File: config.mk
export PLATFORM = sky130hd
export DESIGN_NAME = asteroid_draw_seq
export DESIGN_NICKNAME = d
export VERILOG_FILES = /design/src/rtl/asteroid_draw_seq.sv
export SDC_FILE = /design/constraint.sdc
export NUM_CORES = 1
export LEC_CHECK = 0
export CAP_MARGIN = 20
export CORE_ASPECT_RATIO = 0.6
export CORE_UTILIZATION = 47
export DETAILED_ROUTE_END_ITERATION = 10
export GPL_TIMING_DRIVEN = 0
export HOLD_SLACK_MARGIN = 0.12
export PLACE_DENSITY = 0.85
export SYNTH_ARGS = -nofsm -noshare
export SYNTH_HDL_FRONTEND = slang
export SYNTH_SLANG_ARGS = --single-unit
File: constraint.sdc
create_clock -name clk -period 4.4 [get_ports clk]
set_input_delay 1.1 -clock clk [delete_from_list [all_inputs] [get_ports clk]]
set_output_delay 1.1 -clock clk [all_outputs]
set_load 0.005 [all_outputs]
File: src/rtl/asteroid_draw_seq.sv
// rtl/asteroid_draw_seq.sv - per-frame walk of the asteroid table, one plot/draw_done handshake per active slot
// Optional: define ASTEROID_CULL_EN to skip active slots whose top-left lies off the 640x480 screen.
module asteroid_draw_seq #(
  parameter int NUM_AST = 8,
  parameter int IDX_W   = 3
) (
  input  logic             clk,
  input  logic             reset_n,
  input  logic             frame_start,
  output logic [IDX_W-1:0] ast_idx,
  input  logic             ast_active,
  input  logic [9:0]       ast_x,
  input  logic [9:0]       ast_y,
  input  logic [2:0]       ast_sprite,
  output logic [9:0]       x_pos,
  output logic [9:0]       y_pos,
  output logic [2:0]       sprite_sel,
  output logic             plot,
  input  logic             draw_done,
  output logic             busy,
  output logic             frame_done,
  output logic [4:0]       drawn_count
);

  typedef enum logic [2:0] {
    S_IDLE,
    S_FETCH,
    S_LATCH,
    S_PLOT,
    S_WAIT,
    S_NEXT
  } state_t;

  localparam logic [IDX_W-1:0] LAST_IDX = IDX_W'(NUM_AST - 1);

  state_t           state, state_nxt;
  logic [IDX_W-1:0] idx;
  logic             slot_ok;
  logic             last_slot;

`ifdef ASTEROID_CULL_EN
  assign slot_ok = ast_active && (ast_x < 10'd640) && (ast_y < 10'd480);
`else
  assign slot_ok = ast_active;
`endif

  assign last_slot = (idx == LAST_IDX);

  always_ff @(posedge clk or negedge reset_n) begin
    if (!reset_n) begin
      state <= S_IDLE;
    end else begin
      state <= state_nxt;
    end
  end

  always_comb begin
    state_nxt  = state;
    plot       = 1'b0;
    busy       = 1'b1;
    frame_done = 1'b0;
    case (state)
      S_IDLE: begin
        busy = 1'b0;
        if (frame_start) state_nxt = S_FETCH;
      end
      S_FETCH: state_nxt = S_LATCH;
      S_LATCH: state_nxt = slot_ok ? S_PLOT : S_NEXT;
      S_PLOT: begin
        plot      = 1'b1;
        state_nxt = S_WAIT;
      end
      S_WAIT: begin
        if (draw_done) state_nxt = S_NEXT;
      end
      S_NEXT: begin
        frame_done = last_slot;
        state_nxt  = last_slot ? S_IDLE : S_FETCH;
      end
      default: begin
        busy      = 1'b0;
        state_nxt = S_IDLE;
      end
    endcase
  end

  // Draw outputs change only in LATCH, so they hold through PLOT/WAIT and across frames.
  always_ff @(posedge clk or negedge reset_n) begin
    if (!reset_n) begin
      idx         <= '0;
      x_pos       <= '0;
      y_pos       <= '0;
      sprite_sel  <= '0;
      drawn_count <= '0;
    end else begin
      case (state)
        S_IDLE: begin
          if (frame_start) begin
            idx         <= '0;
            drawn_count <= '0;
          end
        end
        S_LATCH: begin
          if (slot_ok) begin
            x_pos      <= ast_x;
            y_pos      <= ast_y;
            sprite_sel <= ast_sprite;
          end
        end
        S_WAIT: begin
          if (draw_done && (drawn_count != 5'd31)) drawn_count <= drawn_count + 5'd1;
        end
        S_NEXT: begin
          if (!last_slot) idx <= idx + 1'b1;
        end
        default: ;
      endcase
    end
  end

  assign ast_idx = idx;

endmodule

Word-level counts from Yosys, hierarchy flattened:

Index checks and enable logic that the tools add are counted.

* output and inout port bits: 34
* register bits after elaboration: 34
* logic and storage cells: 42

* add/sub/neg operators: 2
* mux-type cells: 14
* equality and inequality tests: 11
* reductions and logical operators: 9

Operators with widths (count)
* one-hot mux 3 bit (6 select lines): 1
* 2-to-1 mux 3 bit: 5
* 2-to-1 mux 5 bit: 2
* one-hot mux 5 bit (2 select lines): 1
* == test 3 bit (second input constant): 3
* inequality test 2 bit (second input constant): 4
* == test 3 x 2 -> 1 bit (second input constant): 2
* one-hot mux 3 bit (2 select lines): 1
* AND reduction 3 bit: 2
* adder 5 x 1 -> 5 bit (second input constant): 1
* inequality test 5 bit (second input constant): 1
* OR reduction 5 bit: 1
* 2-to-1 mux 1 bit: 4
* AND reduction 2 bit: 2
* nonzero test 2 bit: 2
* adder 3 x 1 -> 3 bit (second input constant): 1
* == test 3 x 1 -> 1 bit (second input constant): 1
* zero test 3 bit: 1
* logical AND 1 bit: 1

Depth between registers and ports, before layout:

* word-level depth: 4
* depth in mapped cells: 6
* depth with buffers taken out: 6

Worst setup path after synthesis:

Ideal clock, no wire load.

* path kind: input to register
* start point: input port ast_active
* end point: register sprite_sel[0]
* setup time: 125 ps
* path buffers: 2
* data arrival time: 1980 ps
* cell stages on the path: 5
* path slack: 2295 ps
* path through: nor2b_1 -> nor2b_2 -> buf_6 -> buf_6 -> mux2_4

* longest elaborated chain between the ends: 1

RTL lines
* from (decl): RTL line 11 `input logic ast_active,`
* AND reduction 2 bit (no line)
* to (signal assigned): RTL line 107 `sprite_sel <= ast_sprite;`
* to (decl): RTL line 17 `output logic [2:0] sprite_sel,`

No other way between the ends.
A chain may end at the register's enable or synchronous reset.

Worst setup path in the final report:

* start point: register idx[0], in the netlist ast_idx[0]
* end point: output port frame_done

* longest elaborated chain between the ends: 2

RTL lines
* from (decl): RTL line 37 `logic [IDX_W-1:0] idx;`
* from (signal assigned): RTL line 114 `if (!last_slot) idx <= idx + 1'b1;`
* == test 3 bit: RTL line 47 `assign last_slot = (idx == LAST_IDX);`
* 2-to-1 mux 1 bit: RTL line 62 `case (state)`
* to (decl): RTL line 21 `output logic frame_done,`

No other way between the ends.

==> results.md <==
- Netlist cell types: 33
- Most common cell in the synthesized netlist: dfrtp_1
- Initial antenna violation count: 0
- P_sw: 442 uW
- Vias in the first global route: 1103
- Initial Utilization: 49.8%
- Die height: 47.8 um
- HPWL after DPL: 2730 um
- Via count: 1179
- Sequential share of the synthesized area: 51.7%
- Ant diodes: 0
- CP startpoint kind: register
- IO Port Bufs: 61
- PnR worst setup slack: 1.51 ns
- Proportion of synthesized area in mux cells: 23.2%
- Internal power: 1070 uW
- Async set-reset flop share out of synthesis: 100%
- Setup bufs post-CTS: 0
- Synthesis-stage register bit count: 34
- Power Dens Cells: 629 nW/um2
- Cts repair resizes: 0
- Post-synth net total: 149
- Hold_buf cts: 0
- Global-route wire length before repair: 5480 um
- Cell Area, Synth: 1650 um2
- Max clock buf depth: 2
- Fmax: 346 MHz
- Clk sink count: 34
- Routability congestion estimate: 0.753
- Share of cells above drive strength 1: 24.7%
- GRT Util Overall: 20.1%
- Max_cap viols: 0
- DIE AREA: 3750 um2
- Tcrit/Tclk final: 65.7%
- CTS tree: built
- Detail-routed via count per cell: 5.10
- Top FF cell, synth: dfrtp_1
- Reg clk slew, reported paths: 0.07 ns
- Core region area: 3300 um2
- Pre-CTS setup slack: 1.68 ns
- Synth top cells by count: 34 x dfrtp_1, 21 x mux2_4, 6 x nor2_1
- Nets@finish: 217
- Top cells by area, synth: dfrtp_1 52%, mux2_4 19%, mux2_2 3.4%
- Switching part of the total: 29.3%
- H-tree Lvls: 2
- Largest family of logic cells by synthesized area: multiplexers
- Sequential Power Share: 36.2%
- Slew @ Worst Pin: 0.760 ns
- Num rows: 16
- Status: finished, final reports clean
- Gr ovfl total: 0
- Area share of and/or/nand/nor cells after synthesis: 11.6%
- Number of buffers created by CTS: 5
- DRC: 0
- Routed length per instance: 15.9 um
- Post-Synthesis Cells: 117
- Core Util, Final: 72.6%
- Final hold vios: 0
- Leak pwr: 0.00106 uW
- Max FO, Critical Path: 4
- Final setup viols: 0
- IO Pins: 62
- Top-area cell type share of the netlist area: 51.7%
- Post-synth top area cell: dfrtp_1
- Slew margin rel.: 49.3%
- Area grow syn2layout: 45.8%
- Max VDD drop: 0.000283 V
- Routed Antenna Nets: 0
- Clk pwr share: 15.4%
- Comb pwr share: 48.4%
- Critical path endpoint category: output pin
- Chip width: 78.4 um
- Synth Area in Adders: 3.04%
- Crit Path Class: register to output pin
- XOR/XNOR share of the synthesized area: 0%
- Initial DRC Count: 33
- Fin Setup TNS: 0 ns
- Fillers: 227
- Number of synthesized flops with an enable pin: 0
- Skew-Pair Late Insertion Delay: 0.28 ns
- Worst endpoint required time: 3.30 ns
- Largest net degree at the start of global routing: 35
- WL final: 3680 um
- Clock Skew: 0.00681 ns
- Minimum clock period: 2.89 ns
- Mapped Avg Cell Area: 14.1 um2
- Syn. warnings: 0
- Arrival @ worst endpoint: 1.79 ns
- Clk root buf: clkbuf_8
- RSZ-0062 raised after global routing: no
- Pre-antenna DRT Iters: 4
- Slew Limit Fails: 0
- Synth Area in Compound Gates: 6.08%
- Worst min-delay path class: register to register
==> cell type report <==
type	count	area [um2]	area share [%]
Buffer	7	60.1	2.50
Clock buffer	7	86.3	3.60
Clock inverter	1	5.00	0.209
Inverter	3	11.3	0.469
Multi-Input combinational cell	73	723	30.2
Sequential cell	34	851	35.5
Tap cell	45	56.3	2.35
Timing Repair Buffer	61	606	25.2
==> sequential cells by signal, indices dropped and copies added, names as in the netlist <==
register,flops
x_pos,10
y_pos,10
drawn_count,5
ast_idx,3
sprite_sel,3
state,3
==> critical path, stage by stage, from the launching register on <==
cell and delay [ns]:
dfrtp_1 0.42, ha_1 0.22, ha_1 0.23, and4b_1 0.20, clkdlybuf4s50_1 0.44
==> power by group through the flow <==
stage / Combinational, uW / Clock, uW / Sequential [uW]
floorplan: 361 / 0 / 545
global placement: 712 / 0 / 537
detailed placement: 733 / 0 / 548
CTS: 738 / 241 / 544
global route: 789 / 252 / 559
finish: 730 / 233 / 545
==> cells in the final DEF (no fill, tap or decap), types with 3 or more instances in the layout <==
cell	count
mux2_2	5
dfrtp_1	34
clkdlybuf4s50_1	60
o21ai_0	4
nor2_1	6
clkbuf_8	6
nand3b_1	3
buf_6	4
nor2b_1	3
buf_2	4
a22o_1	3
ha_1	4
mux2_4	21
==> stage by stage <==
stage	instance area, um2	power [uW]	instances	hold slack [ns]
4_1_cts	2400	1520	231	0.511
5_1_grt	2400	1600	231	0.519
2_1_floorplan	1650	906	117	0.505
3_3_place_gp	2310	1250	223	0.491
3_5_place_dp	2310	1280	223	0.493
6_report	2400	1510	231	0.506
==> per-layer routing <==
metal	GRT usage [%]	vias to the layer above	part of all wire, %
li1	-	554	-
met1	27.2	591	45
met2	33.0	30	50
met3	4.95	4	4.1
met4	6.67	0	0.73
met5	0	-	0
==> cell families (layout without fill, tap and decap cells) <==
group | count (synthesis) | in the layout
simple gates | 28 | 28
buf+inv | 10 | 79
mux | 27 | 27
flops | 34 | 34
fa+ha+maj | 4 | 4
compound gates | 14 | 14
==> worst paths after layout <==
path	cells past startpoint	slack [ns]	endpoint	from
worst max-delay path	4	1.51	frame_done	ast_idx[0]
worst min-delay path	1	0.51	y_pos[1]	y_pos[1]
worst max register to register	6	2.51	drawn_count[0]	drawn_count[0]
worst min register to register	1	0.51	y_pos[1]	y_pos[1]
max in group asynchronous	1	3.03	drawn_count[4]	reset_n
min in group asynchronous	1	0.89	x_pos[0]	reset_n
No activity file was read; power rests on OpenSTA's default activity.
